<file path="config.mk">
export PLATFORM = sky130hd
export DESIGN_NAME = ghost_sprite_ctrl
export DESIGN_NICKNAME = d
export VERILOG_FILES = /design/src/rtl/ghost_pkg.sv /design/src/rtl/ghost_anim_fsm.sv /design/src/rtl/ghost_sprite_ctrl.sv
export SDC_FILE = /design/constraint.sdc
export NUM_CORES = 1
export LEC_CHECK = 0
export CORE_MARGIN = 5
export CORE_UTILIZATION = 55
export DETAILED_ROUTE_END_ITERATION = 8
export GPL_ROUTABILITY_DRIVEN = 1
export GPL_TIMING_DRIVEN = 0
export HOLD_SLACK_MARGIN = 0.12
export PLACE_DENSITY_LB_ADDON = 0.08
export SLEW_MARGIN = 10
export SYNTH_ARGS = -nofsm -noshare
export SYNTH_HDL_FRONTEND = slang
export SYNTH_HIERARCHICAL = 1
export SYNTH_SLANG_ARGS = --single-unit
</file>
<file path="constraint.sdc">
create_clock -name clk -period 5 [get_ports clk]
set_input_delay 0.5 -clock clk [delete_from_list [all_inputs] [get_ports clk]]
set_output_delay 0.5 -clock clk [all_outputs]
set_load 0.03 [all_outputs]
</file>
<file path="src/rtl/ghost_pkg.sv">
// Shared definitions for the ghost sprite layer.
// Holds MMIO register offsets, ctrl bit positions, sprite geometry,
// palette constants and the animation state type.
package ghost_pkg;

  localparam int SPRITE_DIM = 16;
  localparam int N_FRAMES   = 4;

  // Register offsets selected by addr[2:0] when addr[13]=1
  localparam logic [2:0] REG_X0     = 3'd0;
  localparam logic [2:0] REG_Y0     = 3'd1;
  localparam logic [2:0] REG_CTRL   = 3'd2;
  localparam logic [2:0] REG_PERIOD = 3'd3;
  localparam logic [2:0] REG_COLOR  = 3'd4;

  // ctrl register layout
  localparam int CTRL_W         = 5;
  localparam int CTRL_BYPASS    = 0;
  localparam int CTRL_AUTO      = 1;
  localparam int CTRL_MFRAME_LO = 2;
  localparam int CTRL_MIRROR    = 4;

  localparam logic [CTRL_W-1:0] CTRL_RESET   = 5'b00001;
  localparam logic [5:0]        PERIOD_RESET = 6'd8;

  // Palette (12-bit 4:4:4)
  localparam logic [11:0] COLOR_RESET = 12'hF00;
  localparam logic [11:0] PAL_WHITE   = 12'hFFF;
  localparam logic [11:0] PAL_BLUE    = 12'h00F;

  typedef enum logic {
    MANUAL = 1'b0,
    AUTO   = 1'b1
  } anim_state_t;

endpackage

</file>
<file path="src/rtl/ghost_anim_fsm.sv">
// Animation frame sequencer for the ghost sprite.
// Ports:
//   clk, reset     - clock, async active-high reset
//   frame_start    - one pulse per video frame
//   auto_anim      - auto-animate enable (value becoming active this frame_start)
//   manual_frame   - frame shown in manual mode (value becoming active)
//   period         - frame_start pulses per animation step (0 behaves as 1)
//   frame_idx      - current animation frame, top bits of the RAM read address
//
// state  | meaning
// MANUAL | frame_idx follows manual_frame at every frame_start, anim_cnt = 0
// AUTO   | anim_cnt counts frame_starts, frame_idx steps 0..3 every period
//
// All decisions are taken on frame_start, using the control values being
// loaded into the active copies on that same edge.
module ghost_anim_fsm
  import ghost_pkg::*;
(
  input  logic       clk,
  input  logic       reset,
  input  logic       frame_start,
  input  logic       auto_anim,
  input  logic [1:0] manual_frame,
  input  logic [5:0] period,
  output logic [1:0] frame_idx
);

  anim_state_t state, state_n;
  logic [5:0]  anim_cnt, cnt_n, last_cnt;
  logic [1:0]  idx_n;

  // Terminal count is max(period,1)-1
  assign last_cnt = (period == 6'd0) ? 6'd0 : period - 6'd1;

  always_ff @(posedge clk or posedge reset) begin
    if (reset) begin
      state     <= MANUAL;
      anim_cnt  <= 6'd0;
      frame_idx <= 2'd0;
    end else begin
      state     <= state_n;
      anim_cnt  <= cnt_n;
      frame_idx <= idx_n;
    end
  end

  always_comb begin
    state_n = state;
    if (frame_start) begin
      case (state)
        MANUAL: if (auto_anim)  state_n = AUTO;
        AUTO:   if (!auto_anim) state_n = MANUAL;
        default: state_n = MANUAL;
      endcase
    end
  end

  always_comb begin
    cnt_n = anim_cnt;
    idx_n = frame_idx;
    if (frame_start) begin
      case (state)
        MANUAL: begin
          cnt_n = 6'd0;
          if (!auto_anim) idx_n = manual_frame;
        end
        AUTO: begin
          if (!auto_anim) begin
            cnt_n = 6'd0;
            idx_n = manual_frame;
          end else if (anim_cnt >= last_cnt) begin
            // >= so a period shortened mid-count still wraps
            cnt_n = 6'd0;
            idx_n = frame_idx + 2'd1;
          end else begin
            cnt_n = anim_cnt + 6'd1;
          end
        end
        default: begin
          cnt_n = 6'd0;
          idx_n = 2'd0;
        end
      endcase
    end
  end

endmodule

</file>
<file path="src/rtl/ghost_sprite_ctrl.sv">
// Ghost sprite layer: MMIO decode, shadowed position/ctrl registers,
// ghost RAM read sequencing and 2-cycle RGB overlay pipeline.
// Optional macro GHOST_MIRROR_EN: enables horizontal mirroring via ctrl.mirror.
// Ports:
//   clk, reset           - clock, async active-high reset
//   x, y                 - current scan position
//   frame_start          - pulse at pixel (0,0); loads active registers
//   cs, write, addr,
//   wr_data              - write-only MMIO slot
//   si_rgb / so_rgb      - video in from previous layer / out to next layer
//   ram_we, ram_addr_w,
//   ram_din              - ghost RAM write port
//   ram_addr_r, ram_dout - ghost RAM read port (1-cycle registered read)
module ghost_sprite_ctrl
  import ghost_pkg::*;
#(
  parameter int         CD         = 12,
  parameter int         ADDR_WIDTH = 10,
  parameter logic [1:0] KEY_IDX    = 2'd0
) (
  input  logic                  clk,
  input  logic                  reset,
  input  logic [10:0]           x,
  input  logic [10:0]           y,
  input  logic                  frame_start,
  input  logic                  cs,
  input  logic                  write,
  input  logic [13:0]           addr,
  input  logic [31:0]           wr_data,
  input  logic [CD-1:0]         si_rgb,
  output logic [CD-1:0]         so_rgb,
  output logic                  ram_we,
  output logic [ADDR_WIDTH-1:0] ram_addr_w,
  output logic [1:0]            ram_din,
  output logic [ADDR_WIDTH-1:0] ram_addr_r,
  input  logic [1:0]            ram_dout
);

  logic bus_wr, reg_wr;
  logic wr_x0, wr_y0, wr_ctrl, wr_period, wr_color;

  logic [10:0]       x0_s, y0_s, x0_a, y0_a, x0_l, y0_l;
  logic [CTRL_W-1:0] ctrl_s, ctrl_a, ctrl_l;
  logic [5:0]        period_s, period_l;
  logic [CD-1:0]     body_color;
  logic [1:0]        frame_idx;

  logic [11:0]   x_e, y_e, x0_e, y0_e;
  logic          hit, hit_d1, byp_d1;
  logic [3:0]    xrel, yrel, xcol;
  logic [CD-1:0] si_d1, pix_n;
  logic          unused_ok;

  // Bus decode
  assign bus_wr     = cs & write;
  assign reg_wr     = bus_wr & addr[13];
  assign ram_we     = bus_wr & ~addr[13];
  assign ram_addr_w = ADDR_WIDTH'(addr[9:0]);
  assign ram_din    = wr_data[1:0];

  assign wr_x0     = reg_wr && (addr[2:0] == REG_X0);
  assign wr_y0     = reg_wr && (addr[2:0] == REG_Y0);
  assign wr_ctrl   = reg_wr && (addr[2:0] == REG_CTRL);
  assign wr_period = reg_wr && (addr[2:0] == REG_PERIOD);
  assign wr_color  = reg_wr && (addr[2:0] == REG_COLOR);

  // Values the active copies take on frame_start; a write in the same
  // cycle wins over the staged copy.
  assign x0_l     = wr_x0     ? wr_data[10:0]       : x0_s;
  assign y0_l     = wr_y0     ? wr_data[10:0]       : y0_s;
  assign ctrl_l   = wr_ctrl   ? wr_data[CTRL_W-1:0] : ctrl_s;
  assign period_l = wr_period ? wr_data[5:0]        : period_s;

  always_ff @(posedge clk or posedge reset) begin
    if (reset) begin
      x0_s       <= 11'd0;
      y0_s       <= 11'd0;
      ctrl_s     <= CTRL_RESET;
      period_s   <= PERIOD_RESET;
      body_color <= CD'(COLOR_RESET);
    end else begin
      if (wr_x0)     x0_s       <= wr_data[10:0];
      if (wr_y0)     y0_s       <= wr_data[10:0];
      if (wr_ctrl)   ctrl_s     <= wr_data[CTRL_W-1:0];
      if (wr_period) period_s   <= wr_data[5:0];
      if (wr_color)  body_color <= wr_data[CD-1:0];
    end
  end

  // Period and auto/manual_frame are consumed only at frame_start, so the
  // FSM samples the loading values directly instead of an active copy.
  always_ff @(posedge clk or posedge reset) begin
    if (reset) begin
      x0_a   <= 11'd0;
      y0_a   <= 11'd0;
      ctrl_a <= CTRL_RESET;
    end else if (frame_start) begin
      x0_a   <= x0_l;
      y0_a   <= y0_l;
      ctrl_a <= ctrl_l;
    end
  end

  ghost_anim_fsm u_anim (
    .clk          (clk),
    .reset        (reset),
    .frame_start  (frame_start),
    .auto_anim    (ctrl_l[CTRL_AUTO]),
    .manual_frame (ctrl_l[CTRL_MFRAME_LO +: 2]),
    .period       (period_l),
    .frame_idx    (frame_idx)
  );

  // Stage 0: 12-bit compare so a sprite near column 2047 clips, not wraps
  assign x_e  = {1'b0, x};
  assign y_e  = {1'b0, y};
  assign x0_e = {1'b0, x0_a};
  assign y0_e = {1'b0, y0_a};
  assign hit  = (x_e >= x0_e) && (x_e < x0_e + 12'd16) &&
                (y_e >= y0_e) && (y_e < y0_e + 12'd16);

  assign xrel = x[3:0] - x0_a[3:0];
  assign yrel = y[3:0] - y0_a[3:0];

`ifdef GHOST_MIRROR_EN
  assign xcol = ctrl_a[CTRL_MIRROR] ? (4'hF - xrel) : xrel;
`else
  assign xcol = xrel;
`endif

  assign ram_addr_r = ADDR_WIDTH'({frame_idx, yrel, xcol});

  // Stage 1: align hit/bypass/video with the RAM read latency
  always_ff @(posedge clk or posedge reset) begin
    if (reset) begin
      hit_d1 <= 1'b0;
      byp_d1 <= 1'b1;
      si_d1  <= '0;
    end else begin
      hit_d1 <= hit;
      byp_d1 <= ctrl_a[CTRL_BYPASS];
      si_d1  <= si_rgb;
    end
  end

  always_comb begin
    pix_n = si_d1;
    if (!byp_d1 && hit_d1 && (ram_dout != KEY_IDX)) begin
      case (ram_dout)
        2'd1:    pix_n = body_color;
        2'd2:    pix_n = CD'(PAL_WHITE);
        2'd3:    pix_n = CD'(PAL_BLUE);
        default: pix_n = si_d1;
      endcase
    end
  end

  // Stage 2
  always_ff @(posedge clk or posedge reset) begin
    if (reset) so_rgb <= '0;
    else       so_rgb <= pix_n;
  end

  assign unused_ok = ^{addr[12:10], wr_data, ctrl_a[CTRL_W-1:1]};

endmodule

</file>
==> results of run 1 <==
[final timing paths]
kind,startpoint,endpoint,slack [ns],cells after the start
setup reg to reg,period_s[0],u_anim/anim_cnt[4],2.08,12
hold reg to reg,ctrl_a[0],byp_d1,0.37,0
min in group asynchronous,reset,u_anim/frame_idx[0],0.49,2
setup / recovery,addr[2],u_anim/anim_cnt[4],1.09,16
max in group asynchronous,reset,ctrl_a[0],3.84,3
hold / removal,ctrl_a[0],byp_d1,0.37,0
[report_power, final]
part           total, mW  leakage (nW)  internal [mW]  switching, mW
logic              0.818          1.76          0.381          0.437
clock network      0.566         0.111          0.284          0.281
registers           1.04          1.27          0.967         0.0685
total               2.42          3.14           1.63          0.787
[layout by cell type, fill, tap and decap left out, types with 2 or more instances in the layout]
cell	netlist	layout
o22ai_1	3	3
mux2i_1	2	2
mux2_4	12	12
and3_1	6	6
nor2b_1	2	2
and2_1	2	2
buf_4	12	12
bufinv_16	0	2
clkbuf_8	0	9
dfrtp_1	94	94
clkdlybuf4s50_1	0	89
xor2_1	4	4
o21ai_1	16	16
nor3_1	4	4
clkinv_2	0	2
o31ai_1	4	4
nand3_1	9	9
nor3b_1	2	2
a21oi_1	24	24
buf_2	7	7
ha_1	46	46
mux2_2	36	36
a211oi_1	2	2
nor2_1	22	22
nand2b_1	14	14
o21ai_0	19	19
dfstp_2	8	8
xnor2_1	14	14
a2111oi_0	2	2
fa_1	2	2
nand4_1	3	3
nand2_1	43	43
a21o_1	16	16
inv_1	40	39
clkbuf_1	5	5
[sequential cells by signal, indices dropped and copies added (netlist names)]
| register | cells |
|---|---|
| u_anim/state | 1 |
| byp_d1 | 1 |
| hit_d1 | 1 |
| x0_a | 11 |
| si_d1 | 12 |
| so_rgb | 12 |
| u_anim/frame_idx | 2 |
| x0_s | 11 |
| u_anim/anim_cnt | 6 |
| ctrl_s | 4 |
| y0_a | 11 |
| body_color | 12 |
| period_s | 6 |
| ctrl_a | 1 |
| y0_s | 11 |
[per-layer routing]
layer	vias up	track usage, %	wire, µm	part of all wire (%)
met5	-	0	0	0
met4	0	5.61	132	1.1
met3	12	3.35	499	4.3
met2	76	34.9	5900	51
met1	1899	26.4	5130	44
li1	1914	-	-	-
[synth_stat cells (8+ instances only)]
cell / instances
dfrtp_1: 94
ha_1: 46
nand2_1: 43
inv_1: 40
mux2_2: 36
a21oi_1: 24
nor2_1: 22
o21ai_0: 19
a21o_1: 16
o21ai_1: 16
nand2b_1: 14
xnor2_1: 14
buf_4: 12
mux2_4: 12
nand3_1: 9
dfstp_2: 8
[metrics by stage]
stage	hold slack (ns)	util, %	setup WS [ns]	cells
2_1_floorplan	0.328	-	1.53	499
3_3_place_gp	0.356	67.2	0.816	721
3_5_place_dp	0.364	67.5	0.753	722
4_1_cts	0.371	69.8	1.12	738
5_1_grt	0.372	69.8	0.865	738
6_report	0.374	69.8	1.09	738
[cell families (layout without fill, tap and decap cells)]
| family | after synthesis | count (layout) |
|---|---|---|
| simple gates | 114 | 114 |
| flops | 102 | 102 |
| compound gates | 101 | 101 |
| buf+inv | 66 | 172 |
| mux | 50 | 50 |
| fa+ha+maj | 48 | 48 |
| xor+xnor | 18 | 18 |
[final cells by class]
| type | instances | area, µm² |
|---|---|---|
| fill | 764 | 2940 |
| multi-input combinational | 331 | 2590 |
| sequential | 102 | 2560 |
| timing repair buffer | 90 | 918 |
| buffer | 26 | 175 |
| tap | 133 | 166 |
| inverter | 40 | 153 |
| clock buffer | 9 | 124 |
| clock inverter | 7 | 97.6 |
[worst max-delay path: stages]
cell and delay (ns):
clkdlybuf4s50_1 0.44, and4b_1 0.32, and3_1 0.16, buf_2 0.19, mux2_2 0.38, inv_1 0.08
ha_1 0.21, nand2_1 0.10, or3_1 0.37, and2_1 0.18, ha_1 0.26, nand2b_1 0.16
a21oi_2 0.27, o211ai_4 0.16, nor4bb_1 0.32, a21o_1 0.12
==> run_results.csv, run 1 <==
group,metric,value,unit
cts,ctsHoldBuffers,0,
die,io_pins,122,
setup_path,cp_max_fo,8,
cts,cts.sinks,102,
cts,clock_path_buffers,2,
min_path,hold_path.class,"reg -> reg",
sta,finClkSkew,0.0116,ns
place,dp_hpwl,9.03,mm
sta,setup_viol,0,
yosys,synth-main-ff-cell,"dfrtp_1",
cts,post_cts_buffers,0,
setup_path,required,5.31,ns
sta,relSlewSlack,66.0,%
die,start_util,56.3,%
global_route,grt_pass1_wl,19.0,mm
run_status,status,"completed",
global_route,grt_overflow_total,0,
routing,totalWireLength,11.7,mm
setup_path,startpoint_type,"primary input",
place,io_buffer_count,89,
power_and_ir_drop,power.total,2.42,mW
sta,finalCritPeriodShare,78.2,%
cts,worstSkewPairLatency,0.36,ns
yosys,synth_fa_ha_area_share,11.2,%
routing,route.vias.total,3901,
sta,finalHoldViolCount,0,
sta,rsz0062_at_grt,"false",
yosys,yosys_warnings,6,
yosys,synthesis.area,5480,µm²
yosys,synthCells,499,
routing,wire_per_inst,15.8,µm
yosys,synth.distinct_cells,55,
place,placed_area,6570,µm²
layout,antenna_cells,0,
die,dieArea,12100,µm²
yosys,synth_compound_area_share,11.9,%
global_route,grt_max_degree,62,
setup_path,critPathKind,"in -> reg",
layout,final_cell_area,6790,µm²
power_and_ir_drop,ir_worst_vdd,173,µV
yosys,ys_top_cells_by_area,"dfrtp_1 43%, ha_1 11%, mux2_2 7.4%",
yosys,async_flop_share,100,%
place,place.gp.congestion,0.830,
cts,cts_root_buffer,"clkbuf_8",
power_and_ir_drop,power.leakage,3.14,nW
setup_path,arrival,4.22,ns
sta,setup_tns,0,ns
sta,worst-slew-pin-transition,0.510,ns
yosys,synth_edf_count,0,
layout,drive_above_1_share,17.2,%
yosys,ys_seq_area_share,46.8,%
routing,drt_pre_antenna_iters,4,
layout,fin_nets,735,
routing,drtIter0Drc,159,
die,core_area,9730,µm²
sta,drv_slew,0,
cts,clkSlewWorstSetupHoldPaths,0.10,ns
routing,viasPerCell,5.29,
yosys,synth.avg_cell_area,11.0,µm²
yosys,synth_top_family_by_area,"compound AO/OA/AOI/OAI gates",
cts,htree_levels,3,
cts,tritoncts,"done",
yosys,netlist.area_leader.share,42.9,%
power_and_ir_drop,power.density,356,nW/µm²
yosys,synthMuxAreaShare,11.1,%
die,die_h,110,µm
cts,cts_resized,0,
cts,cts-buffers-inserted,9,
routing,drc_errors,0,
yosys,syn_nets,634,
sta,fmax,256,MHz
sta,period_minus_slack,3.91,ns
flow_run,drv_cap,0,
yosys,ys_ff_latch,102,
yosys,synth_largest_area_cell,"dfrtp_1",
yosys,synth_xor_area_share,2.88,%
global_route,track_usage,20.3,%
global_route,antenna_found_initial,0,
die,die_w,110,µm
die,rows,36,
layout,synthToLayoutAreaGrowth,23.9,%
global_route,grt_pass1_vias,3983,
yosys,synthSimpleGateAreaFrac,10.2,%
routing,drtAntennaViolNets,0,
setup_path,cp-end-kind,"flip-flop",
Power figures use the tool's default switching activity.
==> inputs of run 2 (changes only) <==
- CORE_UTILIZATION: 55 -> 46
- clock period: 5 -> 3.27 ns (I/O delays scaled with it)
==> run 2 against run 1 <==
Net effect:
- clock power increased by 96%
- sequential share of layout area decreased by 1.2 points
- cell area is 3.2% higher
- global-route usage fell by 3.2 points
- wire length decreased by 0.30%
- highest routed layer unchanged
- die area is 18% higher
- critical path type unchanged
- worst hold slack worse by 0.044 ns
- non-clock buffer count increased by 3
- critical endpoint unchanged
- clock-buffer cell count stayed put
==> run_results.csv, run 2 (synthesized netlist as in run 1, its figures left out) <==
group,metric,value,unit
sta,rsz0062_at_grt,"false",
cts,tritoncts,"done",
cts,clkSlewWorstSetupHoldPaths,0.08,ns
min_path,hold_path.class,"in -> async",
global_route,grt_pass1_vias,4144,
die,core_area,11600,µm²
power_and_ir_drop,power.total,3.99,mW
global_route,track_usage,17.1,%
setup_path,crit_path_start,"addr[2]",
die,io_pins,122,
place,place.gp.congestion,0.785,
sta,fmax,320,MHz
sta,setup_viol,0,
cts,htree_levels,3,
global_route,grt_pass1_wl,20.0,mm
flow_run,drv_cap,0,
sta,worst-slew-pin-transition,0.512,ns
routing,wire_per_inst,15.5,µm
place,dp_hpwl,8.91,mm
cts,clock_path_buffers,2,
die,rows,39,
global_route,grt_max_degree,55,
sta,relSlewSlack,65.9,%
layout,synthToLayoutAreaGrowth,27.9,%
global_route,grt_overflow_total,0,
layout,fin_cells,751,
setup_path,arrival,3.41,ns
die,die_w,119,µm
sta,finalCritPeriodShare,95.6,%
global_route,antenna_found_initial,0,
layout,final_cell_area,7010,µm²
layout,layout_common_cells,"94 x dfrtp_1, 83 x clkdlybuf4s50_1, 45 x ha_1",
power_and_ir_drop,power.leakage,3.24,nW
sta,drv_slew,0,
cts,cts_root_buffer,"clkbuf_16",
sta,finClkSkew,0.00994,ns
setup_path,r2r_cells,12,
layout,reg_top3,"body_color: 12 flops, si_d1: 12 flops, so_rgb: 12 flops",
routing,route.vias.total,3872,
setup_path,startpoint_type,"primary input",
sta,setup_tns,0,ns
sta,period_minus_slack,3.13,ns
place,io_buffer_count,89,
die,die_h,119,µm
setup_path,path_cells,"dlygate4sd2_1 -> and4b_1 -> and3_4 -> mux2_2 -> nor3_4 -> nor3b_2 -> mux2i_1 -> ha_1 -> a21o_1 -> a31oi_4 -> o211ai_4 -> nor4bb_2 -> a21o_1",
power_and_ir_drop,ir_worst_vdd,284,µV
place,dp_cells,732,
setup_path,timing.critical_path.mode_cell,"a21o_1",
sta,timing.hold.ws,0.330,ns
layout,antenna_cells,0,
setup_path,critical_path.max_stage_delay,0.40,ns
setup_path,crit_slowest_cell,"mux2_2",
layout,drive_above_1_share,19.6,%
routing,drtAntennaViolNets,0,
layout,fin_nets,738,
cts,cts-buffers-inserted,9,
layout,utilization,60.6,%
cts,cts.sinks,102,
routing,totalWireLength,11.6,mm
setup_path,required,3.56,ns
cts,ctsHoldBuffers,0,
die,dieArea,14200,µm²
routing,viasPerCell,5.16,
sta,setup_ws,0.143,ns
place,placed_area,6590,µm²
setup_path,cp-end-kind,"flip-flop",
die,start_util,47.4,%
layout,layout_commonest_cell,"dfrtp_1",
setup_path,rr_startpoint,"period_s[1]",
place,dp_slack,-0.748,ns
cts,worstSkewPairLatency,0.34,ns
setup_path,critPathKind,"in -> reg",
routing,drt_pre_antenna_iters,6,
routing,drtIter0Drc,217,
sta,finalHoldViolCount,0,
routing,drc_errors,0,
run_status,status,"completed",
power_and_ir_drop,power.density,570,nW/µm²
setup_path,cp_max_fo,8,
run 2: cell count changes in the layout (fill, tap and decap cells not counted), moves of 4 or more:
cell,before,now
dlygate4sd2_1,0,4
clkdlybuf4s50_1,89,83
clkbuf_16,0,9
buf_4,12,16
clkbuf_8,9,0
run 2: what timing repair did:
item | 4_1_cts | 5_1_grt
cloned | 0 | 0
pin swaps | 6 | 5
endpoints found under the setup margin | 8 | 5
buffers inserted | 4 | 0
gates resized for setup | 17 | 8
hold endpoints to repair | 0 | 0
run 2: area by class of cell:
type	instances	area [µm²]
plain buffers	25	170
clock buffers	9	225
clock inverters	7	93.8
fillers	997	4560
inverters	40	158
multi-input cells	331	2670
flip-flops and latches	102	2560
well taps	143	179
repair buffers	94	948
run 2: final timing paths:
kind                                             to  slack, ns
worst max register to register   u_anim/anim_cnt[4]       0.59
min in group clk                             byp_d1       0.36
worst max-delay path             u_anim/anim_cnt[4]       0.14
worst min register to register               byp_d1       0.36
worst min-delay path            u_anim/frame_idx[0]       0.33
max in group asynchronous                 ctrl_a[0]       2.19
run 2: power by group:
group / internal (mW) / switching, mW
logic: 0.616 / 0.688
registers: 1.48 / 0.100
clock network: 0.613 / 0.496
total: 2.71 / 1.28
run 2: layer usage:
layer / track usage, % / share of wire, % / vias up
met1: 22.2 / 45 / 1872
met5: 0 / 0 / -
met2: 29.4 / 51 / 73
met4: 3.69 / 0.57 / 0
met3: 3.79 / 4.1 / 4
li1: - / - / 1923
run 2: critical path: cells and delay by family:
family	cells	cell delay (ns)
buffers and inverters	1	0.25
muxes	2	0.62
adders and majority gates	1	0.29
AOI/OAI and AO/OA	4	0.70
and+or+nand+nor	5	1.22
==> inputs of run 3 (changes only) <==
- SKIP_CTS_REPAIR_TIMING: default -> 1
==> run 3 against run 2 <==
Net effect:
- die area did not move
- utilization shrank 0.097 points
- total power decreased by 0.50%
- wire length down 0.60%
- global-route usage fell by 0.19 points
- worst hold slack better by 0.0037 ns
- flip-flop and latch count unchanged
- clock skew is 0.0020 ns lower
- fmax fell by 0.64%
- non-clock buffer count shrank 2
- sequential power barely moved
- largest power group unchanged
==> run_results.csv, run 3 (synthesized netlist as in run 1, its figures left out) <==
group,metric,value,unit
run_status,status,"completed",
routing,totalWireLength,11.6,mm
setup_path,crit_slowest_cell,"or3_4",
setup_path,r2r_cells,12,
die,rows,39,
power_and_ir_drop,ir_worst_vdd,305,µV
sta,relSlewSlack,65.9,%
setup_path,startpoint_type,"primary input",
place,dp_slack,-0.748,ns
setup_path,path_cells,"dlymetal6s2s_1 -> and4b_2 -> and3_4 -> buf_6 -> mux2_4 -> inv_2 -> ha_4 -> nand2_1 -> or3_4 -> and2_1 -> ha_1 -> nand2b_4 -> a21oi_4 -> o21ai_1 -> o211a_1 -> a311oi_2",
die,die_w,119,µm
global_route,grt_pass1_vias,4125,
routing,drtIter0Drc,197,
cts,cts_root_buffer,"clkbuf_16",
global_route,grt_max_degree,55,
routing,drtAntennaViolNets,0,
sta,fmax,318,MHz
cts,clock_path_buffers,2,
layout,layout_commonest_cell,"dfrtp_1",
place,io_buffer_count,89,
cts,cts.sinks,102,
power_and_ir_drop,power.leakage,3.26,nW
sta,finalHoldViolCount,0,
setup_path,reg2reg_to,"u_anim/frame_idx[1]",
layout,layout_common_cells,"94 x dfrtp_1, 83 x clkdlybuf4s50_1, 45 x ha_1",
layout,reg_top3,"body_color: 12 flops, si_d1: 12 flops, so_rgb: 12 flops",
setup_path,required,3.52,ns
die,core_area,11600,µm²
sta,period_minus_slack,3.15,ns
setup_path,critPathTopFamily,"simple AND/OR/NAND/NOR gates",
setup_path,critPathKind,"in -> reg",
place,dp_cells,732,
min_path,hold_path.class,"in -> async",
cts,cts-buffers-inserted,9,
cts,htree_levels,3,
flow_run,drv_cap,0,
sta,finClkSkew,0.00799,ns
sta,worst-slew-pin-transition,0.511,ns
layout,fin_nets,736,
die,dieArea,14200,µm²
routing,viasPerCell,5.14,
setup_path,critical_path.max_stage_delay,0.35,ns
die,io_pins,122,
global_route,antenna_found_initial,0,
global_route,track_usage,16.9,%
cts,tritoncts,"done",
sta,setup_viol,0,
die,die_h,119,µm
routing,route.vias.total,3849,
setup_path,rr_startpoint,"period_s[1]",
power_and_ir_drop,power.total,3.97,mW
setup_path,cp_max_fo,6,
die,start_util,47.4,%
setup_path,arrival,3.40,ns
sta,drv_slew,0,
global_route,grt_overflow_total,0,
global_route,grt_pass1_wl,19.8,mm
cts,worstSkewPairLatency,0.34,ns
power_and_ir_drop,power.density,568,nW/µm²
layout,synthToLayoutAreaGrowth,27.7,%
layout,fin_cells,749,
sta,finalCritPeriodShare,96.2,%
routing,drt_pre_antenna_iters,4,
cts,clkSlewWorstSetupHoldPaths,0.07,ns
layout,utilization,60.5,%
routing,wire_per_inst,15.4,µm
layout,antenna_cells,0,
layout,drive_above_1_share,19.0,%
sta,setup_ws,0.123,ns
place,dp_hpwl,8.91,mm
setup_path,r2r_slack,0.54,ns
setup_path,critPathBufInv,3,
routing,drc_errors,0,
setup_path,cp-end-kind,"flip-flop",
place,place.gp.congestion,0.785,
[run 3: changes by cell type in the layout (fill, tap and decap cells not counted), moves of 2 or more]
cell,previous run,this run
dlygate4sd2_1,4,0
dlymetal6s2s_1,2,6
inv_2,0,2
buf_4,16,13
inv_4,3,1
[run 3: cell type report]
cell class	count	area [µm²]
buffer	26	181
clock buffer	9	225
clock inverter	7	93.8
fill	992	4570
inverter	40	153
multi-input combinational	331	2660
sequential	102	2560
tap	143	179
timing repair buffer	91	941
[run 3: power breakdown]
group	switching (mW)	internal (mW)	total, mW
sequential	0.0999	1.48	1.58
combinational	0.678	0.609	1.29
clock	0.494	0.613	1.11
total	1.27	2.70	3.97
[run 3: metrics by stage]
step	hold slack (ns)	setup TNS, ns	cell area (µm²)
finish	0.334	0	7000
global route	0.351	-0.0197	7000
CTS	0.334	-2.06	6900
detailed placement	0.360	-4.87	6590
global placement	0.357	-72.90	6560
floorplan	0.155	0	5490
[run 3: worst max path at each step]
stage / start / end / cells after the start
after floorplan: addr[2] / u_anim/frame_idx[1] / 15
after global placement: reset / si_d1[11] / 2
after detailed placement: write / u_anim/frame_idx[1] / 16
after CTS: write / u_anim/frame_idx[1] / 16
after global routing: addr[2] / u_anim/anim_cnt[4] / 16
final: addr[2] / u_anim/frame_idx[1] / 16
[run 3: layer usage]
layer	track usage [%]	wire [µm]	share of wire (%)	up-vias
met3	3.79	505	4.4	5
met5	0	0	0	-
met4	3.69	78	0.67	0
met2	28.9	5770	50	72
met1	22.1	5200	45	1847
li1	-	-	-	1925
